### src/rtl/store_data_pkg.sv
// Shared definitions for the two-bank parity memory write and read paths.
package store_data_pkg;
    localparam int BYTE_W     = 8;
    localparam int DEF_ADDR_W = 3;
    localparam int ENTRIES    = 2 ** (DEF_ADDR_W + 1);

    typedef enum logic [1:0] {
        ST_IDLE = 2'd0,
        ST_LOAD = 2'd1,
        ST_DONE = 2'd2
    } state_t;
endpackage

### src/rtl/store_data_if.sv
// Byte stream handshake feeding the bank loader.
interface store_data_if;
    import store_data_pkg::*;

    logic              in_valid;
    logic [BYTE_W-1:0] in_data;
    logic              in_ready;

    modport master (
        output in_valid,
        output in_data,
        input  in_ready
    );

    modport slave (
        input  in_valid,
        input  in_data,
        output in_ready
    );
endinterface

### src/rtl/store_data_parity_gen.sv
// Per-byte parity bit, shared with the read-path checker.
module parity_gen
    import store_data_pkg::*;
#(
    parameter bit ODD_PARITY = 1'b0
) (
    input  logic [BYTE_W-1:0] i_data,
    output logic              o_parity
);
    assign o_parity = (^i_data) ^ ODD_PARITY;
endmodule

### src/rtl/store_data.sv
// Loads a stream of bytes plus parity into two banks, steered by count MSB.
module store_data
    import store_data_pkg::*;
#(
    parameter bit ODD_PARITY = 1'b0,
    parameter int ADDR_W     = DEF_ADDR_W
) (
    input  logic              clk,
    input  logic              rst_n,
    input  logic              start,
    input  logic              abort,
    store_data_if.slave       s,
    output logic              wr_en1,
    output logic              wr_en2,
    output logic [ADDR_W-1:0] wr_addr,
    output logic [BYTE_W-1:0] wr_num,
    output logic              wr_parity,
    output logic [ADDR_W:0]   count,
    output logic              busy,
    output logic              done
);
    state_t              r_state;
    state_t              w_state_nxt;
    logic [ADDR_W:0]     r_count;
    logic [ADDR_W:0]     w_count_nxt;
    logic                w_ready;
    logic                w_accept;
    logic                w_last;
    logic                w_parity;
    logic                r_wr_en1;
    logic                r_wr_en2;
    logic [ADDR_W-1:0]   r_wr_addr;
    logic [BYTE_W-1:0]   r_wr_num;
    logic                r_wr_parity;

    parity_gen #(
        .ODD_PARITY (ODD_PARITY)
    ) u_parity (
        .i_data   (s.in_data),
        .o_parity (w_parity)
    );

    assign w_ready    = (r_state == ST_LOAD) && !abort;
    assign w_accept   = w_ready && s.in_valid;
    assign w_last     = &r_count;
    assign s.in_ready = w_ready;

    always_comb begin
        w_state_nxt = r_state;
        w_count_nxt = r_count;
        unique case (r_state)
            ST_IDLE: begin
                if (start && !abort) begin
                    w_state_nxt = ST_LOAD;
                    w_count_nxt = '0;
                end
            end
            ST_LOAD: begin
                if (abort) begin
                    w_state_nxt = ST_IDLE;
                    w_count_nxt = '0;
                end else if (w_accept) begin
                    // Final accept wraps count back to 0.
                    w_count_nxt = r_count + 1'b1;
                    if (w_last) begin
                        w_state_nxt = ST_DONE;
                    end
                end
            end
            ST_DONE: begin
                if (abort) begin
                    w_state_nxt = ST_IDLE;
                    w_count_nxt = '0;
                end else if (start) begin
                    w_state_nxt = ST_LOAD;
                    w_count_nxt = '0;
                end
            end
            default: begin
                w_state_nxt = ST_IDLE;
                w_count_nxt = '0;
            end
        endcase
    end

    always_ff @(posedge clk or negedge rst_n) begin
        if (!rst_n) begin
            r_state <= ST_IDLE;
            r_count <= '0;
        end else begin
            r_state <= w_state_nxt;
            r_count <= w_count_nxt;
        end
    end

    always_ff @(posedge clk or negedge rst_n) begin
        if (!rst_n) begin
            r_wr_en1    <= 1'b0;
            r_wr_en2    <= 1'b0;
            r_wr_addr   <= '0;
            r_wr_num    <= '0;
            r_wr_parity <= 1'b0;
        end else begin
            r_wr_en1 <= w_accept && !r_count[ADDR_W];
            r_wr_en2 <= w_accept && r_count[ADDR_W];
            if (w_accept) begin
                r_wr_addr   <= r_count[ADDR_W-1:0];
                r_wr_num    <= s.in_data;
                r_wr_parity <= w_parity;
            end
        end
    end

    assign wr_en1    = r_wr_en1;
    assign wr_en2    = r_wr_en2;
    assign wr_addr   = r_wr_addr;
    assign wr_num    = r_wr_num;
    assign wr_parity = r_wr_parity;
    assign count     = r_count;
    assign busy      = (r_state == ST_LOAD);
    assign done      = (r_state == ST_DONE);
endmodule

### src/flat_wrapper.sv
// flat-port wrapper written by rule: the top's interface ports become plain ports
module store_data_flat import store_data_pkg::*;
#(
    parameter bit ODD_PARITY = 1'b0,
    parameter int ADDR_W     = DEF_ADDR_W
)
  (clk, rst_n, start, abort, wr_en1, wr_en2, wr_addr, wr_num, wr_parity, count, busy, done, s_in_valid, s_in_data, s_in_ready);
  store_data_if s_i ();
  input  logic clk;
  input  logic rst_n;
  input  logic start;
  input  logic abort;
  output logic wr_en1;
  output logic wr_en2;
  output logic [ADDR_W-1:0] wr_addr;
  output logic [BYTE_W-1:0] wr_num;
  output logic wr_parity;
  output logic [ADDR_W:0] count;
  output logic busy;
  output logic done;
  input wire logic [$bits(s_i.in_valid)-1:0] s_in_valid;
  input wire logic [$bits(s_i.in_data)-1:0] s_in_data;
  output wire logic [$bits(s_i.in_ready)-1:0] s_in_ready;
  assign s_i.in_valid = s_in_valid;
  assign s_i.in_data = s_in_data;
  assign s_in_ready = s_i.in_ready;
  store_data #(.ODD_PARITY(ODD_PARITY), .ADDR_W(ADDR_W)) u_core (.clk(clk), .rst_n(rst_n), .start(start), .abort(abort), .s(s_i), .wr_en1(wr_en1), .wr_en2(wr_en2), .wr_addr(wr_addr), .wr_num(wr_num), .wr_parity(wr_parity), .count(count), .busy(busy), .done(done));
endmodule
### config.mk
export PLATFORM = sky130hd
export DESIGN_NAME = store_data_flat
export DESIGN_NICKNAME = d
export VERILOG_FILES = /design/src/rtl/store_data_pkg.sv /design/src/rtl/store_data_if.sv /design/src/rtl/store_data_parity_gen.sv /design/src/rtl/store_data.sv /design/src/flat_wrapper.sv
export SDC_FILE = /design/constraint.sdc
export NUM_CORES = 1
export LEC_CHECK = 0
export CAP_MARGIN = 20
export CORE_MARGIN = 4
export CORE_UTILIZATION = 47
export DETAILED_ROUTE_END_ITERATION = 16
export PLACE_DENSITY = 0.9
export SETUP_SLACK_MARGIN = 0.05
export SYNTH_ARGS = -nofsm -noshare
export SYNTH_HDL_FRONTEND = slang
export SYNTH_SLANG_ARGS = --single-unit
### constraint.sdc
create_clock -name clk -period 3.1 [get_ports clk]
set_input_delay 0.31 -clock clk [delete_from_list [all_inputs] [get_ports clk]]
set_output_delay 0.31 -clock clk [all_outputs]
set_load 0.005 [all_outputs]
==> flow_metrics.env <==
export IMPL_outcome="finished, final reports clean"
export IMPL_root_buffer="clkbuf_4"
export IMPL_layout_nets=127
export IMPL_regArea_um2=500
export IMPL_fp_dieArea_um2=2910
export IMPL_wl_per_cell_um=13.9
export IMPL_drt_wl_total_mm=1.92
export IMPL_synth_adder_area_share_pct=1.26
export IMPL_synth_mux_area_share_pct=14.4
export IMPL_synth_simple_area_share_pct=17.2
export IMPL_finalSetupViolCount=0
export IMPL_clk_path_buf_depth=2
export IMPL_synth_xor_area_share_pct=7.06
export IMPL_fin_crit_ps=2040
export IMPL_grt_util_all_layers_pct=14.8
export IMPL_synth_seq_cells=20
export IMPL_place_congestion=0.740
export IMPL_route_met2_wl_um=883
export IMPL_leakagePower_uw=0.000559
export IMPL_chipHeight_um=53.9
export IMPL_cp_slowest_cell="clkdlybuf4s50_1"
export IMPL_synth_top_family_by_area="simple AND/OR/NAND/NOR gates"
export IMPL_numPortBuffers=33
export IMPL_initial_core_util_pct=50.1
export IMPL_die_w_um=53.9
export IMPL_fin_crit_sh_pct=65.9
export IMPL_post_cts_buffers=0
export IMPL_area_delta_synth_final_pct=33.8
export IMPL_overflow=0
export IMPL_multi_input_area_um2=433
export IMPL_hold_class="in2async"
export IMPL_wl_met1_um=795
export IMPL_max_stage_delay_ps=560
export IMPL_rows=16
export IMPL_cts_resized=0
export IMPL_cts_sinks=20
export IMPL_grt_max_degree=21
export IMPL_fillers=159
export IMPL_clock_skew_ps=2.08
export IMPL_drcViolationCount=0
export IMPL_worst_path_buf_inv=2
export IMPL_core_um2=1980
export IMPL_postCtsHoldBufs=0
export IMPL_cts_buffers=3
export IMPL_vias_per_cell=5.32
export IMPL_synth_net_count=93
export IMPL_drv_cap=0
export IMPL_route_vias_total=734
export IMPL_cpMostUsedCell="clkdlybuf4s50_1"
export IMPL_drt_iter0_markers=6
export IMPL_grt_pass1_wl_mm=2.99
export IMPL_grt_antenna_before_repair=0
export IMPL_setup_tns_final_ps=0
export IMPL_drive_gt1_share_pct=16.2
export IMPL_route_met3_wl_um=193
export IMPL_cp_end_kind="output pin"
export IMPL_firstDrtPassIters=4
export IMPL_max_slew_margin_pct=44.5
export IMPL_p_per_area_nw_per_um2=513
export IMPL_cp_arrival_ps=1730
export IMPL_top_layer="met4"
export IMPL_required_ps=2790
export IMPL_grt_pass1_vias=743
export IMPL_placed_area_um2=1310
export IMPL_place_hpwl_mm=1.44
export IMPL_startpoint_type="input port"
export IMPL_path_max_fanout=7
export IMPL_post_route_util_pct=67.0
export IMPL_worstMarginPinSlew_ps=830
export IMPL_rrSetupSlack_ps=1470
export IMPL_n_antenna_cell=0
export IMPL_synth_cells=79
export IMPL_hold_violations=0
export IMPL_slew_viol_final=0
export IMPL_final_area_um2=1330
export IMPL_syn_area_um2=992
export IMPL_vdd_drop_max_uv=288
export IMPL_clkLatencyLatePin_ps=290
export IMPL_fmax_mhz=490
export IMPL_setup_worst_path_class="in2out"
export IMPL_htreeDepth=1
export IMPL_clkTransAtPathRegs_ps=100
export IMPL_ys_types=27
export IMPL_crit_family="buffers and inverters"
export IMPL_avgSynthCellArea_um2=12.6
export IMPL_rsz0062_at_grt="false"
export IMPL_tritoncts="done"
export IMPL_synth_compound_area_share_pct=3.78
export IMPL_yosysSeqAreaShare_pct=50.4
export IMPL_yosysWarnings=0
export IMPL_num_io_pins=34
export IMPL_antenna_left=0
export IMPL_crit_chain="clkdlybuf4s50_1 -> nor3b_4 -> clkdlybuf4s50_1"
==> final timing paths <==
check | depth (start not counted) | endpoint | start
worst min-delay path | 1 | u_core.wr_num[2] | rst_n
worst max register to register | 3 | u_core.wr_num[3] | u_core.r_state[0]
worst max-delay path | 3 | s_in_ready | abort
max in group asynchronous | 1 | u_core.wr_parity | rst_n
worst min register to register | 1 | u_core.wr_num[4] | u_core.wr_num[4]
min in group clk | 1 | u_core.wr_num[4] | u_core.wr_num[4]
==> cells in the mapped netlist <==
cell type | count | area [µm²]
nor3_2 | 1 | 10.0
nor3b_1 | 2 | 15.0
and3_1 | 2 | 12.5
and2b_1 | 3 | 22.5
mux2_2 | 6 | 67.6
and3_2 | 1 | 7.51
nor2b_1 | 1 | 6.26
dfrtp_1 | 20 | 500
buf_2 | 1 | 5.00
buf_12 | 1 | 20.0
nor4b_1 | 1 | 8.76
mux2_4 | 5 | 75.1
buf_8 | 1 | 15.0
xnor2_1 | 8 | 70.1
nor3b_4 | 1 | 18.8
nand4_1 | 2 | 12.5
a21oi_1 | 5 | 25.0
inv_1 | 2 | 7.51
nand3b_1 | 1 | 7.51
o21ai_0 | 1 | 5.00
nor2_1 | 7 | 26.3
nand2_1 | 1 | 3.75
ha_1 | 1 | 12.5
nor3_1 | 2 | 10.0
buf_6 | 1 | 11.3
o211ai_1 | 1 | 7.51
and2_4 | 1 | 8.76
==> layout make-up <==
cell class              instances  area share (%)
flip-flops and latches         20            37.7
repair buffers                 33            24.9
multi-input cells              53            32.6
well taps                      27            2.54
inverters                       2           0.566
clock buffers                   3            1.70
==> where the power goes <==
group	internal (µW)	total [µW]	switching (µW)
combinational	156	224	68.2
clock	45.2	114	68.8
sequential	309	343	34.3
total	510	681	171
==> placed cells by master, fill, tap and decap left out, types with 3 or more instances in the layout <==
cell	n
clkdlybuf4s50_1	33
dfrtp_1	20
xnor2_1	8
nor2_1	7
mux2_2	6
a21oi_1	5
mux2_4	5
and2b_1	3
clkbuf_4	3
==> flip-flops by register name, summed over array words and instances (netlist names) <==
signal and count:
u_core.count 4, u_core.wr_parity 1, u_core.r_state 2, u_core.wr_en2 1, u_core.wr_en1 1, u_core.wr_num 8
u_core.wr_addr 3
==> through the flow <==
step	setup WS, ps	hold WS [ps]	total power [µW]	instances
detailed placement	1060	495	576	135
floorplan	1570	14.4	442	79
CTS	1040	519	690	138
global route	992	536	727	138
global placement	1120	489	567	135
finish	1060	490	681	138
==> cell families (layout without fill, tap and decap cells) <==
group,count (synthesis),in the layout
compound gates,7,7
xor+xnor,8,8
fa+ha+maj,1,1
buf+inv,6,38
flops,20,20
mux,11,11
simple gates,26,26
==> worst register-to-register path, cell delays in order, from the launching register on <==
cell     delay, ps
dfrtp_1        510
nor3b_4        320
and2_4         330
mux2_2         370
==> per-layer routing <==
metal,track usage [%],up-vias
met5,0,-
met4,9.79,0
met3,4.16,4
met2,25.6,37
met1,15.3,358
li1,-,335
Power figures use the tool's default switching activity.
